### config.mk
export PLATFORM = sky130hd
export DESIGN_NAME = hamm_enc_arb
export DESIGN_NICKNAME = d
export VERILOG_FILES = /design/src/rtl/hamm_enc_arb.sv
export SDC_FILE = /design/constraint.sdc
export NUM_CORES = 1
export LEC_CHECK = 0
export CAP_MARGIN = 10
export CORE_ASPECT_RATIO = 0.6
export CORE_MARGIN = 3
export CORE_UTILIZATION = 52
export CTS_CLUSTER_DIAMETER = 50
export CTS_CLUSTER_SIZE = 25
export DETAILED_ROUTE_END_ITERATION = 8
export HOLD_SLACK_MARGIN = 0.02
export PLACE_DENSITY = 0.89
export SYNTH_ARGS = -nofsm -noshare
export SYNTH_HDL_FRONTEND = slang
export SYNTH_HIERARCHICAL = 1
export SYNTH_SLANG_ARGS = --single-unit
### constraint.sdc
create_clock -name clk -period 3.51 [get_ports clk]
set_clock_uncertainty 0.15 [all_clocks]
set_input_delay 0.702 -clock clk [delete_from_list [all_inputs] [get_ports clk]]
set_output_delay 0.702 -clock clk [all_outputs]
set_load 0.03 [all_outputs]
### src/rtl/hamm_enc_arb.sv
// Round-robin scheduler that shares one Hamming(12,8) encoder between two byte requesters.
// Results leave through a registered valid/ready port, and delivered codewords are counted per source.

module hamm_enc (
  input  logic [7:0]  IN,
  output logic [11:0] HAMM_OUT,
  output logic        OUT_PARITY
);

  logic p1, p2, p4, p8;

  // Codeword position n (1-based) sits at HAMM_OUT[n-1].
  // Check bits sit at positions 1, 2, 4 and 8.
  always_comb begin
    p1         = IN[0] ^ IN[1] ^ IN[3] ^ IN[4] ^ IN[6];
    p2         = IN[0] ^ IN[2] ^ IN[3] ^ IN[5] ^ IN[6];
    p4         = IN[1] ^ IN[2] ^ IN[3] ^ IN[7];
    p8         = IN[4] ^ IN[5] ^ IN[6] ^ IN[7];
    HAMM_OUT   = {IN[7:4], p8, IN[3:1], p4, IN[0], p2, p1};
    OUT_PARITY = ^HAMM_OUT;
  end

endmodule

module hamm_enc_arb #(
  parameter int unsigned DATA_WIDTH = 8,
  parameter int unsigned CNT_WIDTH  = 16
) (
  input  logic                  clk,
  input  logic                  rst,
  input  logic                  A_VALID,
  input  logic [DATA_WIDTH-1:0] A_DATA,
  output logic                  A_READY,
  input  logic                  B_VALID,
  input  logic [DATA_WIDTH-1:0] B_DATA,
  output logic                  B_READY,
  output logic                  OUT_VALID,
  input  logic                  OUT_READY,
  output logic [11:0]           OUT_CODE,
  output logic                  OUT_PARITY,
  output logic                  OUT_SRC,
  output logic [CNT_WIDTH-1:0]  A_COUNT,
  output logic [CNT_WIDTH-1:0]  B_COUNT,
  output logic                  BUSY
);

  typedef enum logic [1:0] {StIdle, StEnc, StSend} state_e;

  state_e                state_q, state_d;
  logic [DATA_WIDTH-1:0] enc_q;
  logic                  src_q;
  logic                  last_src_q;
  logic [11:0]           code_q;
  logic                  parity_q;
  logic                  out_src_q;
  logic                  out_valid_q;
  logic [CNT_WIDTH-1:0]  a_cnt_q, a_cnt_d;
  logic [CNT_WIDTH-1:0]  b_cnt_q, b_cnt_d;

  logic                  grant_a, grant_b;
  logic                  accept_a, accept_b, accept;
  logic                  out_hs;
  logic [11:0]           enc_code;
  logic                  enc_parity;

  hamm_enc u_hamm_enc (
    .IN        (enc_q),
    .HAMM_OUT  (enc_code),
    .OUT_PARITY(enc_parity)
  );

  // On a tie the grant goes to whichever source did not win last time.
  always_comb begin
    grant_a = A_VALID & (~B_VALID | last_src_q);
    grant_b = B_VALID & (~A_VALID | ~last_src_q);
  end

  always_comb begin
    accept_a = A_VALID & A_READY;
    accept_b = B_VALID & B_READY;
    accept   = accept_a | accept_b;
    out_hs   = out_valid_q & OUT_READY;
  end

  // State register
  always_ff @(posedge clk or posedge rst) begin
    if (rst) begin
      state_q <= StIdle;
    end else begin
      state_q <= state_d;
    end
  end

  // Next-state logic
  always_comb begin
    state_d = state_q;
    unique case (state_q)
      StIdle:  if (accept) state_d = StEnc;
      StEnc:   state_d = StSend;
      StSend:  if (out_hs) state_d = StIdle;
      default: state_d = StIdle;
    endcase
  end

  // The reset term keeps both READYs low while rst is high, even though state is already idle.
  always_comb begin
    A_READY = 1'b0;
    B_READY = 1'b0;
    BUSY    = (state_q != StIdle);
    if (state_q == StIdle && !rst) begin
      A_READY = grant_a;
      B_READY = grant_b;
    end
  end

  always_ff @(posedge clk or posedge rst) begin
    if (rst) begin
      enc_q      <= '0;
      src_q      <= 1'b0;
      last_src_q <= 1'b1;
    end else if (accept) begin
      enc_q      <= accept_b ? B_DATA : A_DATA;
      src_q      <= accept_b;
      last_src_q <= accept_b;
    end
  end

  always_ff @(posedge clk or posedge rst) begin
    if (rst) begin
      code_q      <= '0;
      parity_q    <= 1'b0;
      out_src_q   <= 1'b0;
      out_valid_q <= 1'b0;
    end else if (state_q == StEnc) begin
      code_q      <= enc_code;
      parity_q    <= enc_parity;
      out_src_q   <= src_q;
      out_valid_q <= 1'b1;
    end else if (out_hs) begin
      out_valid_q <= 1'b0;
    end
  end

  // Counters advance only when a codeword actually leaves; wrap is silent.
  always_comb begin
    a_cnt_d = a_cnt_q;
    b_cnt_d = b_cnt_q;
    if (out_hs) begin
      if (out_src_q) begin
        b_cnt_d = b_cnt_q + 1'b1;
      end else begin
        a_cnt_d = a_cnt_q + 1'b1;
      end
    end
  end

  always_ff @(posedge clk or posedge rst) begin
    if (rst) begin
      a_cnt_q <= '0;
      b_cnt_q <= '0;
    end else begin
      a_cnt_q <= a_cnt_d;
      b_cnt_q <= b_cnt_d;
    end
  end

  always_comb begin
    OUT_VALID  = out_valid_q;
    OUT_CODE   = code_q;
    OUT_PARITY = parity_q;
    OUT_SRC    = out_src_q;
    A_COUNT    = a_cnt_q;
    B_COUNT    = b_cnt_q;
  end

endmodule

==> reports/results.ini <==
[status]
outcome=finished, final reports clean

[final_layout]
final_nets=363
layout-drive-gt1-share_pct=8.70
antennaDiodeCount=0
syn_to_final_growth_pct=32.8
nFillCells=332

[flow_run]
maxCapViolations=0

[power_and_ir_drop]
p_leak_nw=1.70
powerDensity_nw_per_um2=805
switching_share_pct=37.4
clkPwrFrac_pct=21.6
seq_power_share_pct=37.6
comb_power_share_pct=40.7
p_int_mw=1.83
p_sw_mw=1.10
irDropWorstVdd_mv=0.518
p_total_mw=2.93

[critical_path]
arrival_ns=2.00
max_stage_delay_ns=0.43
startpoint_type=input pin
crit_fanout=12
cp_top_family=buffers and inverters
worst-path-buf-inv=4
cp_common_cell=buf_4
cp-end-kind=output port
crit_type=input pin to output port
slowest_stage=clkdlybuf4s50_1
cp.required_ns=2.66
crit_chain=clkdlybuf4s50_1 -> nor3_1 -> nand3_1 -> buf_4 -> inv_2 -> buf_4

[sta]
finalSetupTns_ns=0
final-max-slew-violation-count=0
relSlewSlack_pct=37.8
clock.fmax_mhz=351
tightest_slew_ns=0.931
finalCritPeriodShare_pct=81.2
post-route-min-period_ns=2.85
rsz0062_at_grt=false
hold_viol=0
setup_viol=0

[worst_hold_path]
hold_path_class=register to register

[synth]
yosysTopAreaCell=dfrtp_1
synth_xor_xnor_area_share_pct=14.9
synth-seq-cells=59
synth_compound_area_share_pct=2.01
synth.avg_cell_area_um2=10.0
synth_top_family_by_area=simple AND/OR/NAND/NOR gates
yosys_warnings=6
synthFlopType=dfrtp_1
async_reset_ff_share_pct=100
synth_cells=273
synth_top_area_share_pct=52.9
synth_fa_ha_area_share_pct=0.912
synth_nets=296
synth_cell_types=35
yosys.area_share.simple_pct=22.4
seq_area_frac_synth_pct=53.9
syn_area_um2=2740
synth_edf_count=0
synthMuxAreaShare_pct=0.821
synth.area.top_cells=dfrtp_1 (53%), nand2_1 (11%), xnor2_1 (8.0%)

[clock_tree]
cts_max_level=3
clk_latency_ns=0.33
root_buffer=clkbuf_8
cts_made_buffers=9
post_cts_buffers=0
cts_tree=built
cts_max_path_buffers=2
clock-sinks=59
ctsHoldBuffers=0
cts_resized=0
path_clk_slew_ns=0.06

[drt]
drt-pass1-iter-count=5
num_vias=2103
detail_route.iter0.violations=117
antenna_left=0
routedWlPerCell_um=14.7
wl_um=5990
drc=0
vias_per_cell=5.15

[die]
die_area_um2=6210
io_pins=71
die_x_um=99.8
coreArea_um2=4830
initial_core_util_pct=56.8
num_rows=19
die_h_um=62.3

[placement]
io_buffer_count=70
gp_congestion=0.866
dpl.hpwl_um=4440

[global_routing]
grtUsageTotal_pct=21.2
overflow=0
grt_pass1_vias=2116
grt_pass1_wl_um=10300
grt_max_degree=30
antenna_found_initial=0

## cell type report
cell class                      instances  area (um2)  area share (%)
Tap cell                               63        78.8            2.16
Multi-Input combinational cell        189        1130            30.9
Sequential cell                        59        1480            40.6
Clock buffer                           15         176            4.85
Clock inverter                          1        30.0           0.825
Inverter                                7        26.3           0.722
Timing Repair Buffer                   74         726            19.9
## synthesized netlist by cell type (3+ instances only)
cell / count
a31oi_1: 8
buf_4: 12
clkbuf_1: 6
dfrtp_1: 58
inv_1: 6
nand2_1: 80
nand3_1: 10
nand4_1: 6
nor2_1: 16
nor3_1: 4
xnor2_1: 25
xnor3_1: 3
xor2_1: 12
## registers in the layout, summed over array words and instances, names as in the netlist
| register | flops |
|---|---|
| A_COUNT | 16 |
| B_COUNT | 16 |
| OUT_CODE | 12 |
| enc_q | 8 |
| state_q | 2 |
| OUT_PARITY | 1 |
| OUT_SRC | 1 |
| OUT_VALID | 1 |
| last_src_q | 1 |
| src_q | 1 |
## placed cells by master, fill, tap and decap left out, types with 2 or more instances in the layout
cell type        count
nor4_1               2
nand3_1             10
ha_1                 2
buf_4                6
clkbuf_8            12
clkbuf_1             3
clkdlybuf4s50_1     68
nor3_2               2
dfrtp_1             58
and3_1               2
nand2_1             80
xnor3_1              3
xnor2_1             25
inv_1                5
inv_2                2
nor3_1               4
nand4_1              6
a31oi_1              8
xor2_1              12
nand2b_1             2
nor2_1              16
## power by group through the flow
stage | logic [mW] | clock network [mW] | registers, mW
floorplan | 0.785 | 0 | 1.28
global placement | 1.17 | 0 | 1.09
finish | 1.19 | 0.634 | 1.10
CTS | 1.20 | 0.646 | 1.10
global route | 1.29 | 0.687 | 1.14
detailed placement | 1.20 | 0 | 1.11
## final timing paths
| check | slack, ns | end | cells after the start | startpoint |
|---|---|---|---|---|
| max | 0.66 | A_READY | 6 | rst |
| min | 0.32 | A_COUNT[15] | 1 | A_COUNT[15] |
| max reg2reg | 1.73 | A_COUNT[10] | 4 | A_COUNT[0] |
| min reg2reg | 0.32 | A_COUNT[15] | 1 | A_COUNT[15] |
| max in group asynchronous | 1.92 | A_COUNT[10] | 3 | rst |
| min in group asynchronous | 0.63 | state_q[1] | 2 | rst |
## cells by family (layout without fill, tap and decap cells)
group,after synthesis,after routing
simple gates,135,135
flops,59,59
xor+xnor,41,41
buf+inv,25,97
compound gates,9,9
fa+ha+maj,2,2
mux,2,2
## routing by layer
layer	GRT usage, %	vias to the layer above	wire length [um]
met5	0	-	0
met4	5.62	0	21
met3	8.17	2	400
met2	31.9	75	2760
met1	28.9	1019	2810
li1	-	1007	-
## metrics by stage
step | hold WS [ns] | instance area [um2] | util (%) | setup slack (ns) | cells
2_1_floorplan | 0.289 | 2740 | - | 1.20 | 273
3_3_place_gp | 0.307 | 3430 | 71.2 | 0.748 | 392
3_5_place_dp | 0.315 | 3430 | 71.2 | 0.654 | 392
4_1_cts | 0.329 | 3640 | 75.4 | 0.652 | 408
5_1_grt | 0.360 | 3640 | 75.4 | 0.526 | 408
6_report | 0.323 | 3640 | 75.4 | 0.658 | 408
Power figures use the tool's default switching activity.
